===== src/rtl/ld_driver_ramp_ctrl_if.sv =====
// rtl/ld_driver_ramp_ctrl_if.sv - control and status bundle of the LD current ramp controller
interface ld_driver_ramp_ctrl_if #(
  parameter int WIDTH = 12
);
  logic             SW_ON;
  logic             LD_ON;
  logic             C_out;
  logic             Fault;
  logic [WIDTH-1:0] I_set;
  logic [WIDTH-1:0] I_out;
  logic [2:0]       state;
  logic             at_target;
  logic             busy;
  logic             fault_flag;

  modport master (
    output SW_ON, LD_ON, C_out, Fault, I_set,
    input  I_out, state, at_target, busy, fault_flag
  );

  modport slave (
    input  SW_ON, LD_ON, C_out, Fault, I_set,
    output I_out, state, at_target, busy, fault_flag
  );
endinterface


===== src/rtl/ld_driver_ramp_ctrl.sv =====
// rtl/ld_driver_ramp_ctrl.sv - LD drive-current ramp FSM with setpoint tracking, clamp to I_MAX
// Optional latched fault shutdown enabled by defining LD_FAULT_LATCH_EN.
module ld_driver_ramp_ctrl #(
  parameter int WIDTH   = 12,
  parameter int I_MAX   = 2000,
  parameter int STEP_UP = 2,
  parameter int STEP_DN = 4
) (
  input logic               CLK,
  input logic               Clr,
  ld_driver_ramp_ctrl_if.slave bus
);

  typedef enum logic [2:0] {
    IDLE    = 3'd0,
    RAMP_UP = 3'd1,
    HOLD    = 3'd2,
    RAMP_DN = 3'd3,
    FAULT   = 3'd4
  } state_t;

  localparam logic [WIDTH-1:0] I_MAX_W = WIDTH'(I_MAX);
  localparam logic [WIDTH:0]   UP_W    = (WIDTH+1)'(STEP_UP);
  localparam logic [WIDTH:0]   DN_W    = (WIDTH+1)'(STEP_DN);

  state_t           state_q;
  logic             ld_on_q;
  logic [WIDTH-1:0] i_out_q;

  logic             on;
  logic             fault_go;
  logic [WIDTH-1:0] tgt;
  logic [WIDTH-1:0] floor_v;
  logic [WIDTH-1:0] up_val;
  logic [WIDTH-1:0] dn_val;
  logic [WIDTH:0]   up_sum;
  logic [WIDTH:0]   dn_lim;

  assign tgt     = (bus.I_set > I_MAX_W) ? I_MAX_W : bus.I_set;
  assign on      = bus.SW_ON & ld_on_q;
  assign floor_v = on ? tgt : '0;

  // Both step results are computed one bit wide so the saturation compare sees the true value.
  assign up_sum = {1'b0, i_out_q} + UP_W;
  assign up_val = (up_sum >= {1'b0, tgt}) ? tgt : up_sum[WIDTH-1:0];
  assign dn_lim = {1'b0, floor_v} + DN_W;
  assign dn_val = ({1'b0, i_out_q} <= dn_lim) ? floor_v : i_out_q - DN_W[WIDTH-1:0];

`ifdef LD_FAULT_LATCH_EN
  assign fault_go       = bus.Fault;
  assign bus.fault_flag = (state_q == FAULT);
`else
  logic unused_fault;
  assign unused_fault   = bus.Fault;
  assign fault_go       = 1'b0;
  assign bus.fault_flag = 1'b0;
`endif

  always_ff @(posedge CLK or posedge Clr) begin
    if (Clr) begin
      state_q <= IDLE;
      ld_on_q <= 1'b0;
      i_out_q <= '0;
    end else begin
      ld_on_q <= bus.LD_ON;
      if (fault_go) begin
        state_q <= FAULT;
        i_out_q <= '0;
      end else begin
        case (state_q)
          IDLE: begin
            i_out_q <= '0;
            if (on && (tgt != '0)) state_q <= RAMP_UP;
          end
          RAMP_UP: begin
            if (bus.C_out && (i_out_q < tgt)) i_out_q <= up_val;
            if (!on)                 state_q <= RAMP_DN;
            else if (i_out_q == tgt) state_q <= HOLD;
            else if (tgt < i_out_q)  state_q <= RAMP_DN;
          end
          HOLD: begin
            if (!on)                 state_q <= RAMP_DN;
            else if (tgt > i_out_q)  state_q <= RAMP_UP;
            else if (tgt < i_out_q)  state_q <= RAMP_DN;
          end
          RAMP_DN: begin
            // Stepping only while above the floor keeps a raised setpoint from snapping I_out upward.
            if (bus.C_out && (i_out_q > floor_v)) i_out_q <= dn_val;
            if (!on && (i_out_q == '0))     state_q <= IDLE;
            else if (on && (i_out_q == tgt)) state_q <= HOLD;
            else if (on && (tgt > i_out_q))  state_q <= RAMP_UP;
          end
          FAULT: begin
            i_out_q <= '0;
            if (!bus.SW_ON) state_q <= IDLE;
          end
          default: begin
            state_q <= IDLE;
            i_out_q <= '0;
          end
        endcase
      end
    end
  end

  assign bus.I_out     = i_out_q;
  assign bus.state     = state_q;
  assign bus.at_target = (state_q == HOLD);
  assign bus.busy      = (state_q == RAMP_UP) || (state_q == RAMP_DN);

endmodule

===== src/flat_wrapper.sv =====
// flat-port wrapper written by rule: the top's interface ports become plain ports
module ld_driver_ramp_ctrl_flat 
#(
  parameter int WIDTH   = 12,
  parameter int I_MAX   = 2000,
  parameter int STEP_UP = 2,
  parameter int STEP_DN = 4
)
  (CLK, Clr, bus_SW_ON, bus_LD_ON, bus_C_out, bus_Fault, bus_I_set, bus_I_out, bus_state, bus_at_target, bus_busy, bus_fault_flag);
  ld_driver_ramp_ctrl_if #(.WIDTH(WIDTH)) bus_i ();
  input logic CLK;
  input logic Clr;
  input wire logic [$bits(bus_i.SW_ON)-1:0] bus_SW_ON;
  input wire logic [$bits(bus_i.LD_ON)-1:0] bus_LD_ON;
  input wire logic [$bits(bus_i.C_out)-1:0] bus_C_out;
  input wire logic [$bits(bus_i.Fault)-1:0] bus_Fault;
  input wire logic [$bits(bus_i.I_set)-1:0] bus_I_set;
  output wire logic [$bits(bus_i.I_out)-1:0] bus_I_out;
  output wire logic [$bits(bus_i.state)-1:0] bus_state;
  output wire logic [$bits(bus_i.at_target)-1:0] bus_at_target;
  output wire logic [$bits(bus_i.busy)-1:0] bus_busy;
  output wire logic [$bits(bus_i.fault_flag)-1:0] bus_fault_flag;
  assign bus_i.SW_ON = bus_SW_ON;
  assign bus_i.LD_ON = bus_LD_ON;
  assign bus_i.C_out = bus_C_out;
  assign bus_i.Fault = bus_Fault;
  assign bus_i.I_set = bus_I_set;
  assign bus_I_out = bus_i.I_out;
  assign bus_state = bus_i.state;
  assign bus_at_target = bus_i.at_target;
  assign bus_busy = bus_i.busy;
  assign bus_fault_flag = bus_i.fault_flag;
  ld_driver_ramp_ctrl #(.WIDTH(WIDTH), .I_MAX(I_MAX), .STEP_UP(STEP_UP), .STEP_DN(STEP_DN)) u_core (.CLK(CLK), .Clr(Clr), .bus(bus_i));
endmodule

===== config.mk =====
export PLATFORM = sky130hd
export DESIGN_NAME = ld_driver_ramp_ctrl_flat
export DESIGN_NICKNAME = d
export VERILOG_FILES = /design/src/rtl/ld_driver_ramp_ctrl_if.sv /design/src/rtl/ld_driver_ramp_ctrl.sv /design/src/flat_wrapper.sv
export SDC_FILE = /design/constraint.sdc
export NUM_CORES = 1
export LEC_CHECK = 0
export CAP_MARGIN = 30
export CORE_MARGIN = 2
export CORE_UTILIZATION = 45
export DETAILED_ROUTE_END_ITERATION = 8
export GPL_TIMING_DRIVEN = 0
export PLACE_DENSITY_LB_ADDON = 0.08
export SYNTH_ARGS = -nofsm -noshare
export SYNTH_HDL_FRONTEND = slang
export SYNTH_SLANG_ARGS = --single-unit

===== constraint.sdc =====
create_clock -name CLK -period 4.1 [get_ports CLK]
set_input_delay 0.82 -clock CLK [delete_from_list [all_inputs] [get_ports CLK]]
set_output_delay 0.82 -clock CLK [all_outputs]
set_load 0.01 [all_outputs]

# After elaboration in Yosys (flattened, before gate mapping)
# Cells that the tools add are included.
# classes
n_reduce_logical	13
bitwise	2
n_lt_le_gt_ge	7
n_mux	18
n_addsub	3
n_eq_ne	10
# op_table
cell	n
$mux W12	6
$pmux W12 S3	1
$mux W3	10
$gt A12 B12 Y1	2
$lt A12 B12 Y1	2
$pmux W3 S5	1
$add A12 B2 Y13 const B	1
$add A12 B3 Y13 const B	1
$ge A13 B12 Y1	1
$le A12 B13 Y1	1
$eq A12 B12 Y1	1
$gt A12 B11 Y1 const B	1
$logic_not A12 Y1	1
$reduce_bool A12 Y1	1
$sub A12 B3 Y12 const B	1
$eq A3 B2 Y1 const B	2
$logic_and A1 B1 Y1	6
$ne A2 B1 Y1 const B	3
$reduce_and A3 Y1	2
$ne A4 B1 Y1 const B	1
$eq A3 B1 Y1 const B	1
$eq A3 B3 Y1 const B	1
$logic_not A3 Y1	1
$ne A2 B2 Y1 const B	1
other kinds (4)	4
# totals
ff_bits	16
out_inout_bits	18
in_bits	18
elab_cells	56

# Logic depth before layout (Yosys ltp)
# Gate-level depths: netlist of the first run.
# depth
word_depth	8
depth_mapped	16
mapped_depth_nobuf	15

# Worst setup path after synthesis of the first run
# Ideal clock, no wire load.
# synth_path
path_kind	input -> register
startpoint	in bus_I_set[3]
endpoint	reg u_core.i_out_q[0], in the netlist u_core.bus.I_out[0]
setup_ps	128
required_ps	3972
t_arrival_ps	3529
stages	14
path_slack_ps	443
path_buffers	0
path_cell_list	and3_1 -> and3_1 -> and3_1 -> o21ai_1 -> nor2_1 -> nand3b_1 -> ha_1 -> nand4_1 -> or4_1 -> mux2_2 -> o21ai_4 -> a2bb2oi_2 -> o21ai_1 -> mux2_1
# synth_between
elab_chain_cells	8
elab_cells_between_ends	18
cone_classes	add/sub (1); order compare (5); eq/ne (2); mux (7); reduce/logical (3)
# synth_rtl
item	line_no	source
start: declaration	flat_wrapper.sv:17	input wire logic [$bits(bus_i.I_set)-1:0] bus_I_set;
$gt A12 B11 Y1	ld_driver_ramp_ctrl.sv:39	assign tgt = (bus.I_set > I_MAX_W) ? I_MAX_W : bus.I_set;
$mux W12 (*)	ld_driver_ramp_ctrl.sv:39	
$mux W12	ld_driver_ramp_ctrl.sv:41	assign floor_v = on ? tgt : '0;
$add A12 B3 Y13	ld_driver_ramp_ctrl.sv:46	assign dn_lim = {1'b0, floor_v} + DN_W;
$le A12 B13 Y1	ld_driver_ramp_ctrl.sv:47	assign dn_val = ({1'b0, i_out_q} <= dn_lim) ? floor_v : i_out_q - DN_W[WIDTH-1:0];
$mux W12	ld_driver_ramp_ctrl.sv:47	
$mux W12	ld_driver_ramp_ctrl.sv:88	if (bus.C_out && (i_out_q > floor_v)) i_out_q <= dn_val;
$pmux W12 S3	ld_driver_ramp_ctrl.sv:70	case (state_q)
end signal: assignment	ld_driver_ramp_ctrl.sv:76	if (bus.C_out && (i_out_q < tgt)) i_out_q <= up_val;
end signal: assignment	ld_driver_ramp_ctrl.sv:88	
end: declaration	ld_driver_ramp_ctrl.sv:28	logic [WIDTH-1:0] i_out_q;
# Mark *: on every way between the ends. The rest lies on a longest branch, timed or not. The select of a mux whose other input is x is not followed.
# A chain may end at the register's enable or synchronous reset.

# Worst setup path after layout of the first run
# layout_path
startpoint	in bus_I_set[6]
endpoint	reg u_core.i_out_q[9], in the netlist u_core.bus.I_out[9]
# The elaborated chain is that of the path after synthesis.

==> key figures, run 1 <==
GRT
  • Largest net degree at the start of global routing: 17
  • First-pass GRT wire length: 14,200 um
  • Total Routing Usage GR: 28.4%
  • Initial antenna violation count: 0
  • Vias in the first global route: 2,721
  • GRT overflow: 0

Final layout
  • P&R area growth vs syn: 22.3%
  • Layout cells sized above 1: 9.76%
  • Final Util: 56.9%
  • Final Net Count: 476
  • Highest-count cells in the layout ignoring fill and taps: ha_1 (46), nand2_1 (35), nor2_1 (30)
  • ANT cells: 0
  • Most common cell after layout, fill and taps aside: ha_1

Critical path
  • Reg2Reg Depth: 13
  • Critical Path Stages: 17
  • Buf+Inv Stages, Crit Path: 2
  • Slowest CP cell: or4_1
  • Worst Path Max Fanout: 6
  • Endpoint class of the critical path: flip-flop
  • Required time worst endpoint: 4.29 ns
  • Crit path DAT: 4.15 ns
  • Critical path, cell by cell: dlygate4sd2_1 > nand4_1 > nor2_2 > a21oi_2 > and3_4 > o21ai_2 > nor2_2 > nand3b_1 > ha_4 > nand4_1 > or4_1 > mux2_4 > o21ai_4 > buf_6 > mux2i_4 > a22oi_1 > o22ai_1
  • CP max stage delay: 0.52 ns
  • CP startpoint kind: input port
  • Setup CP Type: in -> reg
  • Crit path max-delay family: simple AND/OR/NAND/NOR gates

Timing
  • Max_slew headroom: 39.0%
  • Endpoints failing hold: 0
  • RSZ-0062 raised after global routing: no
  • Clock skew: 0.00626 ns
  • Tightest Pin Transition: 0.909 ns
  • Final hold slack: 0.572 ns
  • Minimum clock period: 3.96 ns
  • Fmax: 252 MHz
  • Final setup viols: 0
  • Tcrit/Tclk final: 96.7%
  • Slew Limit Fails: 0

Logic synthesis
  • Sequential share of the synthesized area: 14.6%
  • Synthesized instance count: 366
  • Unique cell type count in the Yosys netlist: 60
  • Syn avg cell area: 7.48 sq um
  • Synth Cell Area: 2740 sq um
  • Area leader, netlist: ha_1
  • Top FF cell, synth: dfrtp_1
  • FFs w/ async S/R, synth: 100%
  • Synthesis Warnings: 0
  • Synth top area share: 21.5%
  • Synth Register Bits: 16
  • EDFF count, synth: 0
  • Ranking of synthesized cells by area: ha_1 (21%), dfrtp_1 (15%), nand2_1 (4.8%)

Clock network
  • CTS buffer count: 3
  • H-Tree Depth: 1
  • Clock tree buffer depth: 2
  • TritonCTS Sinks: 16
  • Worst skew pair latency: 0.27 ns
  • CTS tree: yes
  • Hold Buf Count CTS: 0
  • Clk slew on worst S/H paths: 0.07 ns
  • Root Buffer: clkbuf_8

Drt
  • Total routed wirelength: 9080 um
  • DR vias/cell: 6.15
  • 1st-pass router iterations: 5
  • Routed Antenna Nets: 0
  • Total number of vias: 2,983
  • Routed length per instance: 18.7 um
  • Drt drc: 0
  • DR iter-0 viols: 277

Pwr
  • Worst VDD drop: 0.270 mV
  • Pwr dens: 552 nW/um^2
  • Leakage: 1.50 nW

Placement
  • Port-buffer cells: 33
  • Post-DP HPWL: 6950 um
  • Routability Congestion: 0.887

Floorplanning
  • I/O pins: 36
  • Core area: 5890 sq um
  • Num rows: 28
  • Chip height: 82.0 um
  • Die footprint: 6720 sq um
  • Die Wd: 82.0 um
  • Starting density of the core: 46.5%

Flow run
  • Max_cap viols: 0

Run status
  • Status: completed

Min path
  • Worst hold path type: reg -> reg
  • Hold path cells: 1
## final cells by class
| type | instances | area, sq um |
|---|---|---|
| flip-flops and latches | 16 | 400 |
| inverters | 16 | 60.1 |
| well taps | 75 | 93.8 |
| fillers | 581 | 2540 |
| multi-input cells | 322 | 2290 |
| repair buffers | 37 | 358 |
| plain buffers | 15 | 90.1 |
| clock buffers | 4 | 55.1 |
## layer usage
layer	wire [um]	global-route usage, %	part of all wire [%]
met4	248	11.5	2.7
met1	4030	38.5	44
met3	630	1.76	6.9
met2	4180	46.7	46
met5	0	0	0
## path summary, 6_finish.rpt
path                                startpoint              endpoint  slack [ns]
max                               bus_I_set[6]   u_core.bus.I_out[9]        0.14
min                        u_core.bus.I_out[0]   u_core.bus.I_out[0]        0.57
max reg2reg                u_core.bus.I_out[1]   u_core.bus.I_out[0]        0.57
min reg2reg                u_core.bus.I_out[0]   u_core.bus.I_out[0]        0.57
max in group asynchronous                  Clr  u_core.bus.I_out[11]        2.73
min in group asynchronous                  Clr   u_core.bus.I_out[1]        0.95
## registers in the layout (all words and copies together), names as in the netlist
register	cells
u_core.bus.I_out	12
u_core.bus.state	3
u_core.ld_on_q	1
## per-stage QoR
step | TNS, ns | area [sq um] | worst slack [ns] | std cells | power, mW
after floorplan | 0 | 2750 | 0.443 | 369 | 1.19
after global placement | -8.20 | 3170 | -0.778 | 477 | 1.58
after detailed placement | -8.23 | 3170 | -0.774 | 477 | 1.60
after CTS | 0 | 3270 | 0.00978 | 483 | 1.79
after global routing | 0 | 3350 | 0.0227 | 485 | 2.03
final | 0 | 3350 | 0.135 | 485 | 1.85
## power by group
| part | total [mW] | leakage [nW] | switching (mW) | internal, mW |
|---|---|---|---|---|
| registers | 0.364 | 0.192 | 0.156 | 0.208 |
| clock network | 0.150 | 0.0288 | 0.0640 | 0.0856 |
| logic | 1.33 | 1.28 | 0.720 | 0.614 |
## cells by family after synthesis
family / Yosys count / synth area share (%)
buffers and inverters: 32 / 4.98
XOR/XNOR: 20 / 6.40
adder cells (fa/ha/maj): 47 / 21.5
multiplexers: 8 / 3.02
AO/OA/AOI/OAI: 96 / 23.1
AND/OR/NAND/NOR: 145 / 26.1
flip-flops: 16 / 14.6
other: 2 / 0.274
## synthesized netlist by cell type (2+ instances only)
| master | n |
|---|---|
| ha_1 | 47 |
| nand2_1 | 35 |
| nor2_1 | 33 |
| a21oi_1 | 26 |
| nand3_1 | 18 |
| o21ai_0 | 18 |
| dfrtp_1 | 16 |
| inv_1 | 16 |
| nor3_1 | 13 |
| xnor2_1 | 12 |
| and3_1 | 9 |
| clkbuf_1 | 9 |
| o21ai_1 | 9 |
| nand2b_1 | 8 |
| xor2_1 | 8 |
| a31oi_1 | 7 |
| mux2i_1 | 6 |
| nand4_1 | 6 |
| nor4_1 | 5 |
| o211ai_1 | 5 |
| or3_1 | 5 |
| a211oi_1 | 4 |
| buf_2 | 4 |
| a221oi_1 | 2 |
| a2bb2oi_2 | 2 |
| a32oi_1 | 2 |
| and2_1 | 2 |
| and4_1 | 2 |
| conb_1 | 2 |
| nand4b_1 | 2 |
| nor2b_1 | 2 |
| o22ai_1 | 2 |
| o311ai_0 | 2 |
## timing repair
item	CTS	global route
gates cloned	2	0
pin swaps	5	14
setup endpoints to repair	12	12
setup buffers	1	2
resized for setup	20	23
Power figures use the tool's default switching activity.
==> run 2, diff against run 1 <==
- GPL_TIMING_DRIVEN: 0 -> not set
==> run 2 against run 1 <==
  * Via count increased by 1.8%
  * Design area up 6.9%
  * Sequential cell count stayed put
  * Largest power group unchanged
==> key figures, run 2 (same netlist as run 1, synthesis figures left out) <==
Run status
  • Status: completed

Critical path
  • Required time worst endpoint: 4.27 ns (-0.02 ns)
  • R2r setup slk: 0.68 ns (+0.11 ns)
  • Critical Path Stages: 19 (+2)
  • CP max stage delay: 0.45 ns (-0.07 ns)
  • Critical Path Sink: u_core.bus.I_out[6]
  • Slowest CP cell: clkdlybuf4s50_1
  • Worst Path Max Fanout: 9 (+3)
  • Reg2Reg Depth: 12 (-1)
  • Buf+Inv Stages, Crit Path: 4 (+2)
  • End of the worst register-to-register path: u_core.bus.I_out[8]
  • CP startpoint kind: input port
  • Crit path max-delay family: compound AO/OA/AOI/OAI gates
  • Endpoint class of the critical path: flip-flop
  • Critical path, cell by cell: clkdlybuf4s50_1 > nor3_2 > nand3_1 > a21oi_2 > and3_4 > o21ai_1 > nor2_1 > buf_4 > a21boi_1 > ha_1 > nand3_1 > nand2_1 > a2111o_1 > o21ai_4 > buf_12 > buf_12 > mux2i_1 > a32oi_1 > a21oi_1
  • CP startpoint: bus_I_set[0]
  • Crit path DAT: 4.12 ns (-0.03 ns)
  • Reg2Reg Launch Point: u_core.bus.I_out[4]
  • Setup CP Type: in -> reg

Timing
  • Clock skew: 0.00352 ns (-0.00273 ns)
  • Final setup viols: 0 (unchanged)
  • Endpoints failing hold: 0 (unchanged)
  • Slew Limit Fails: 0 (unchanged)
  • Final WS setup: 0.154 ns (+0.0187 ns)
  • Max_slew headroom: 48.4% (+9.5 points)
  • Minimum clock period: 3.95 ns (-0.0187 ns)
  • Tcrit/Tclk final: 96.2% (-0.46 points)
  • Tightest Pin Transition: 0.771 ns (-0.138 ns)
  • Final hold slack: 0.571 ns (-0.00102 ns)
  • Fmax: 253 MHz (+0.47%)

Final layout
  • Final Util: 60.8% (+3.9 points)
  • Final Net Count: 503 (+5.7%)
  • Max FFs per register: 12 (unchanged)
  • ANT cells: 0 (unchanged)
  • Layout cells sized above 1: 14.9% (+5.1 points)
  • P&R area growth vs syn: 30.8%
  • Highest-count cells in the layout ignoring fill and taps: ha_1 (47), buf_4 (45), nand2_1 (35)
  • Fill count: 557 (-4.1%)
  • Most common cell after layout, fill and taps aside: ha_1

Drt
  • Drt drc: 0 (unchanged)
  • Routed Antenna Nets: 0 (unchanged)
  • DR vias/cell: 5.93 (-3.5%)
  • Total routed wirelength: 9200 um (+1.2%)
  • Routed length per instance: 18.0 um (-4.1%)
  • DR iter-0 viols: 257 (-7.2%)
  • 1st-pass router iterations: 5 (unchanged)
  • Total number of vias: 3,038 (+1.8%)

Floorplanning
  • Num rows: 28 (unchanged)
  • Starting density of the core: 46.5% (unchanged)
  • Chip height: 82.0 um (unchanged)
  • Die Wd: 82.0 um (unchanged)
  • Die footprint: 6720 sq um (unchanged)
  • Core area: 5890 sq um (unchanged)
  • I/O pins: 36 (unchanged)

Clock network
  • Worst skew pair latency: 0.25 ns (-0.02 ns)
  • H-Tree Depth: 1 (unchanged)
  • CTS buffer count: 3 (unchanged)
  • Clk slew on worst S/H paths: 0.07 ns (about the same)
  • Clock tree buffer depth: 2 (unchanged)
  • Hold Buf Count CTS: 0 (unchanged)
  • Root Buffer: clkbuf_8
  • CTS tree: yes
  • TritonCTS Sinks: 16 (unchanged)

Placement
  • DP Worst Slack: -0.308 ns (+0.465 ns)
  • Routability Congestion: 0.900 (+1.5%)
  • Port-buffer cells: 33 (unchanged)
  • Post-DP HPWL: 7340 um (+5.7%)

GRT
  • Total Routing Usage GR: 29.1% (+0.72 points)
  • Vias in the first global route: 2,960 (+8.8%)
  • Initial antenna violation count: 0 (unchanged)
  • First-pass GRT wire length: 14,800 um (+3.8%)
  • GRT overflow: 0 (unchanged)
  • Largest net degree at the start of global routing: 17 (unchanged)

Pwr
  • P_sw: 0.922 mW (-1.9%)
  • Logic gate share of total power: 72.8% (+0.6 points)
  • Leakage: 1.68 nW (+12%)
  • Worst VDD drop: 0.297 mV (+9.8%)
  • Pwr dens: 529 nW/um^2 (-4.1%)
  • Internal power: 0.972 mW (+7.1%)
  • Switching share of total power: 48.7% (-2.2 points)
  • Clock power frac: 7.5% (-0.6 points)
  • Reg power frac: 19.6% (about the same)

Min path
  • Worst hold path type: reg -> reg
  • Hold path cells: 1 (unchanged)

Flow run
  • Max_cap viols: 0 (unchanged)
[run 2: cell types whose count changed in the layout (fill, tap and decap cells not counted), moves of 3 or more]
cell            previous run  this run
buf_2                      5         0
dlygate4sd2_1              6         2
buf_4                      4        45
clkbuf_2                   3         0
dlymetal6s2s_1             5         8
clkbuf_1                   3         0
[run 2: power by group through the flow]
stage          Clock [mW]  Sequential [mW]  Combinational [mW]
4_1_cts             0.146            0.370                1.35
3_3_place_gp            0            0.373                1.29
6_report            0.143            0.372                1.38
5_1_grt             0.154            0.384                1.54
2_1_floorplan           0            0.324               0.866
3_5_place_dp            0            0.374                1.32
[run 2: cell type report]
class	instances	area (sq um)	share of cell area, %
multi-input combinational	321	2250	62.7
timing repair buffer	80	726	20.3
sequential	16	400	11.2
tap	75	93.8	2.62
inverter	16	60.1	1.68
clock buffer	4	55.1	1.54
[run 2: how the worst min path moves through the flow]
| stage | slack [ns] | endpoint | start |
|---|---|---|---|
| 5_1_grt | 0.59 | u_core.bus.state[1] | u_core.bus.state[2] |
| 3_3_place_gp | 0.55 | u_core.bus.state[1] | u_core.bus.state[2] |
| 2_1_floorplan | 0.54 | u_core.bus.state[1] | u_core.bus.state[2] |
| 4_1_cts | 0.56 | u_core.bus.state[1] | u_core.bus.state[2] |
| 3_5_place_dp | 0.55 | u_core.bus.state[1] | u_core.bus.state[2] |
| 6_report | 0.57 | u_core.bus.state[1] | u_core.bus.state[2] |
[run 2: layer usage]
metal / GRT usage [%] / share of wire (%) / up-vias / wire length, um
met3: 2.42 / 6.3 / 14 / 579
met1: 40.0 / 46 / 1411 / 4190
met2: 47.2 / 46 / 117 / 4230
met5: 0 / 0 / - / 0
li1: - / - / 1496 / -
met4: 11.2 / 2.2 / 0 / 203
[run 2: worst reg2reg max path: cells and delay by family, from the launching register on]
| kind | cells | cell delay (ns) |
|---|---|---|
| adders and majority gates | 1 | 0.27 |
| xor gates and xnor gates | 1 | 0.16 |
| DFF | 1 | 0.70 |
| buffers and inverters | 1 | 0.18 |
| and+or+nand+nor | 4 | 0.95 |
| AOI/OAI and AO/OA | 5 | 1.05 |
[run 2: metrics by stage]
stage	std cells	TNS, ns	total power, mW	area, sq um
final	512	0	1.89	3580
after global routing	512	-0.0138	2.08	3580
after CTS	511	0	1.87	3520
after detailed placement	506	-2.78	1.69	3450
after global placement	506	-2.70	1.66	3450
after floorplan	369	0	1.19	2750
[run 2: repair_timing]
item                       CTS  global route
setup endpoints to repair    5            12
gates cloned                 0             0
pin swaps                    2            10
buffers inserted             1             1
resized for setup            3            15
==> run 3, diff against run 2 <==
- CORE_UTILIZATION: 45 -> 55
- clock period: 4.1 -> 4.2 ns (I/O delays scaled with it)
==> run 3 against run 2 <==
  * Clock skew grew 0.0012 ns
  * Non-clock buffer count shrank 4
  * Design area down 0.10%
  * Critical path type unchanged
  * Sequential cell count did not move
==> key figures, run 3 (same netlist as run 1, synthesis figures left out) <==
Clock network
  • TritonCTS Sinks: 16 (unchanged)
  • Clk slew on worst S/H paths: 0.07 ns (about the same)
  • Hold Buf Count CTS: 0 (unchanged)
  • CTS buffer count: 3 (unchanged)
  • H-Tree Depth: 1 (unchanged)
  • CTS tree: yes
  • Clock tree buffer depth: 2 (unchanged)
  • Worst skew pair latency: 0.26 ns (about the same)
  • Root Buffer: clkbuf_8

Drt
  • Total number of vias: 3,179 (+4.6%)
  • Routed Antenna Nets: 0 (unchanged)
  • Total routed wirelength: 9130 um (-0.70%)
  • 1st-pass router iterations: 5 (unchanged)
  • DR iter-0 viols: 290 (+13%)
  • DR vias/cell: 6.36 (+7.2%)
  • Drt drc: 0 (unchanged)
  • Routed length per instance: 18.3 um (+1.7%)

Min path
  • HP Start: u_core.bus.I_out[0]
  • Worst hold path type: reg -> reg
  • Hold path cells: 1 (unchanged)
  • Hold path endpoint: u_core.bus.I_out[0]

Final layout
  • Sequential cell area: 400 sq um (unchanged)
  • Layout cells sized above 1: 14.8% (-0.094 points)
  • Most common cell after layout, fill and taps aside: ha_1
  • Cell area after layout: 3580 sq um (-0.10%)
  • Max FFs per register: 12 (unchanged)
  • Final Net Count: 499 (-0.80%)
  • Area of the multi-input gates: 2260 sq um (+0.56%)
  • P&R area growth vs syn: 30.7%
  • ANT cells: 0 (unchanged)
  • Highest-count cells in the layout ignoring fill and taps: ha_1 (47), buf_4 (39), nand2_1 (35)
  • Fill count: 367 (-34%)

GRT
  • Largest net degree at the start of global routing: 24 (+7)
  • GRT overflow: 0 (unchanged)
  • Vias in the first global route: 2,927 (-1.1%)
  • First-pass GRT wire length: 14,400 um (-2.8%)
  • Initial antenna violation count: 0 (unchanged)
  • Total Routing Usage GR: 34.1% (+5.0 points)

Floorplanning
  • Num rows: 25 (-11%)
  • Die footprint: 5560 sq um (-17%)
  • Die Wd: 74.6 um (-9.1%)
  • Chip height: 74.6 um (-9.1%)
  • Core area: 4750 sq um (-19%)
  • Starting density of the core: 57.6% (+11 points)
  • I/O pins: 36 (unchanged)

Placement
  • Post-DP HPWL: 7130 um (-2.9%)
  • Routability Congestion: 0.959 (+6.5%)
  • Port-buffer cells: 33 (unchanged)
  • Placed Area: 3420 sq um (-0.87%)

Critical path
  • Reg2Reg Launch Point: u_core.bus.I_out[5]
  • End of the worst register-to-register path: u_core.bus.I_out[8]
  • Worst Path Max Fanout: 5 (-4)
  • Setup CP Type: in -> reg
  • Reg2Reg Depth: 10 (-2)
  • Required time worst endpoint: 4.34 ns (+0.07 ns)
  • Crit path DAT: 4.27 ns (+0.15 ns)
  • CP startpoint kind: input port
  • R2r setup slk: 0.81 ns (+0.13 ns)
  • Endpoint class of the critical path: flip-flop

Timing
  • Final setup viols: 0 (unchanged)
  • Fmax: 242 MHz
  • Max_slew headroom: 45.8% (-2.6 points)
  • Minimum clock period: 4.13 ns
  • Slew Limit Fails: 0 (unchanged)
  • Endpoints failing hold: 0 (unchanged)
  • Tightest Pin Transition: 0.809 ns (+0.0385 ns)
  • Clock skew: 0.00472 ns (+0.00119 ns)
  • Tcrit/Tclk final: 98.3%
  • Sum Neg Setup Slack: 0 ns (unchanged)

Pwr
  • Leakage: 1.69 nW (+0.16%)
  • Worst VDD drop: 0.405 mV (+36%)
  • Pwr dens: 515 nW/um^2 (-2.7%)

Run status
  • Status: completed

Flow run
  • Max_cap viols: 0 (unchanged)
[run 3: worst max path at each step]
stage	start	endpoint	cells past startpoint
after floorplan	bus_I_set[3]	u_core.bus.I_out[0]	14
after global placement	bus_I_set[5]	u_core.bus.I_out[0]	17
after detailed placement	bus_I_set[5]	u_core.bus.I_out[6]	17
after CTS	bus_I_set[5]	u_core.bus.I_out[0]	17
after global routing	bus_I_set[0]	u_core.bus.I_out[0]	17
final	bus_I_set[0]	u_core.bus.I_out[0]	17
[run 3: routing by layer]
layer	up-vias	share of wire [%]	GRT usage, %
li1	1490	-	-
met1	1495	42	45.8
met2	165	46	56.9
met3	29	8.7	2.71
met4	0	3.5	13.3
met5	-	0	0
[run 3: power by group]
| group | total (mW) | switching (mW) | internal, mW |
|---|---|---|---|
| Combinational | 1.35 | 0.698 | 0.650 |
| Sequential | 0.353 | 0.149 | 0.203 |
| Clock | 0.141 | 0.0578 | 0.0833 |
[run 3: worst max-delay path: stages]
cell and delay, ns:
clkdlybuf4s50_1 0.47, nor3_2 0.16, nand3_1 0.12, a21oi_2 0.17
and3_4 0.21, o21ai_2 0.06, nand2_1 0.06, nand3b_1 0.07
ha_1 0.30, nand4_1 0.16, or4_1 0.54, mux2_4 0.30
o21ai_4 0.12, buf_6 0.15, a2bb2oi_2 0.13, o21ai_1 0.09
mux2_1 0.32
[run 3: layout make-up]
class	count	share of cell area (%)
multi-input combinational	321	63.1
timing repair buffer	76	20.1
sequential	16	11.2
tap	67	2.34
inverter	16	1.68
clock buffer	4	1.54
[run 3: what timing repair did]
item / CTS / global route
endpoints found under the setup margin: 0 / 12
resized for setup: 0 / 22
buffers inserted: 0 / 4
[run 3: metrics by stage]
step	util (%)	power, mW	cells	setup WS (ns)	hold WS (ns)
after floorplan	-	1.16	369	0.523	0.542
after global placement	71.9	1.59	492	-0.211	0.545
after detailed placement	71.9	1.63	492	-0.217	0.541
after CTS	73.0	1.78	496	0.0106	0.553
after global routing	75.2	2.00	500	-0.0787	0.588
final	75.2	1.84	500	0.0719	0.560
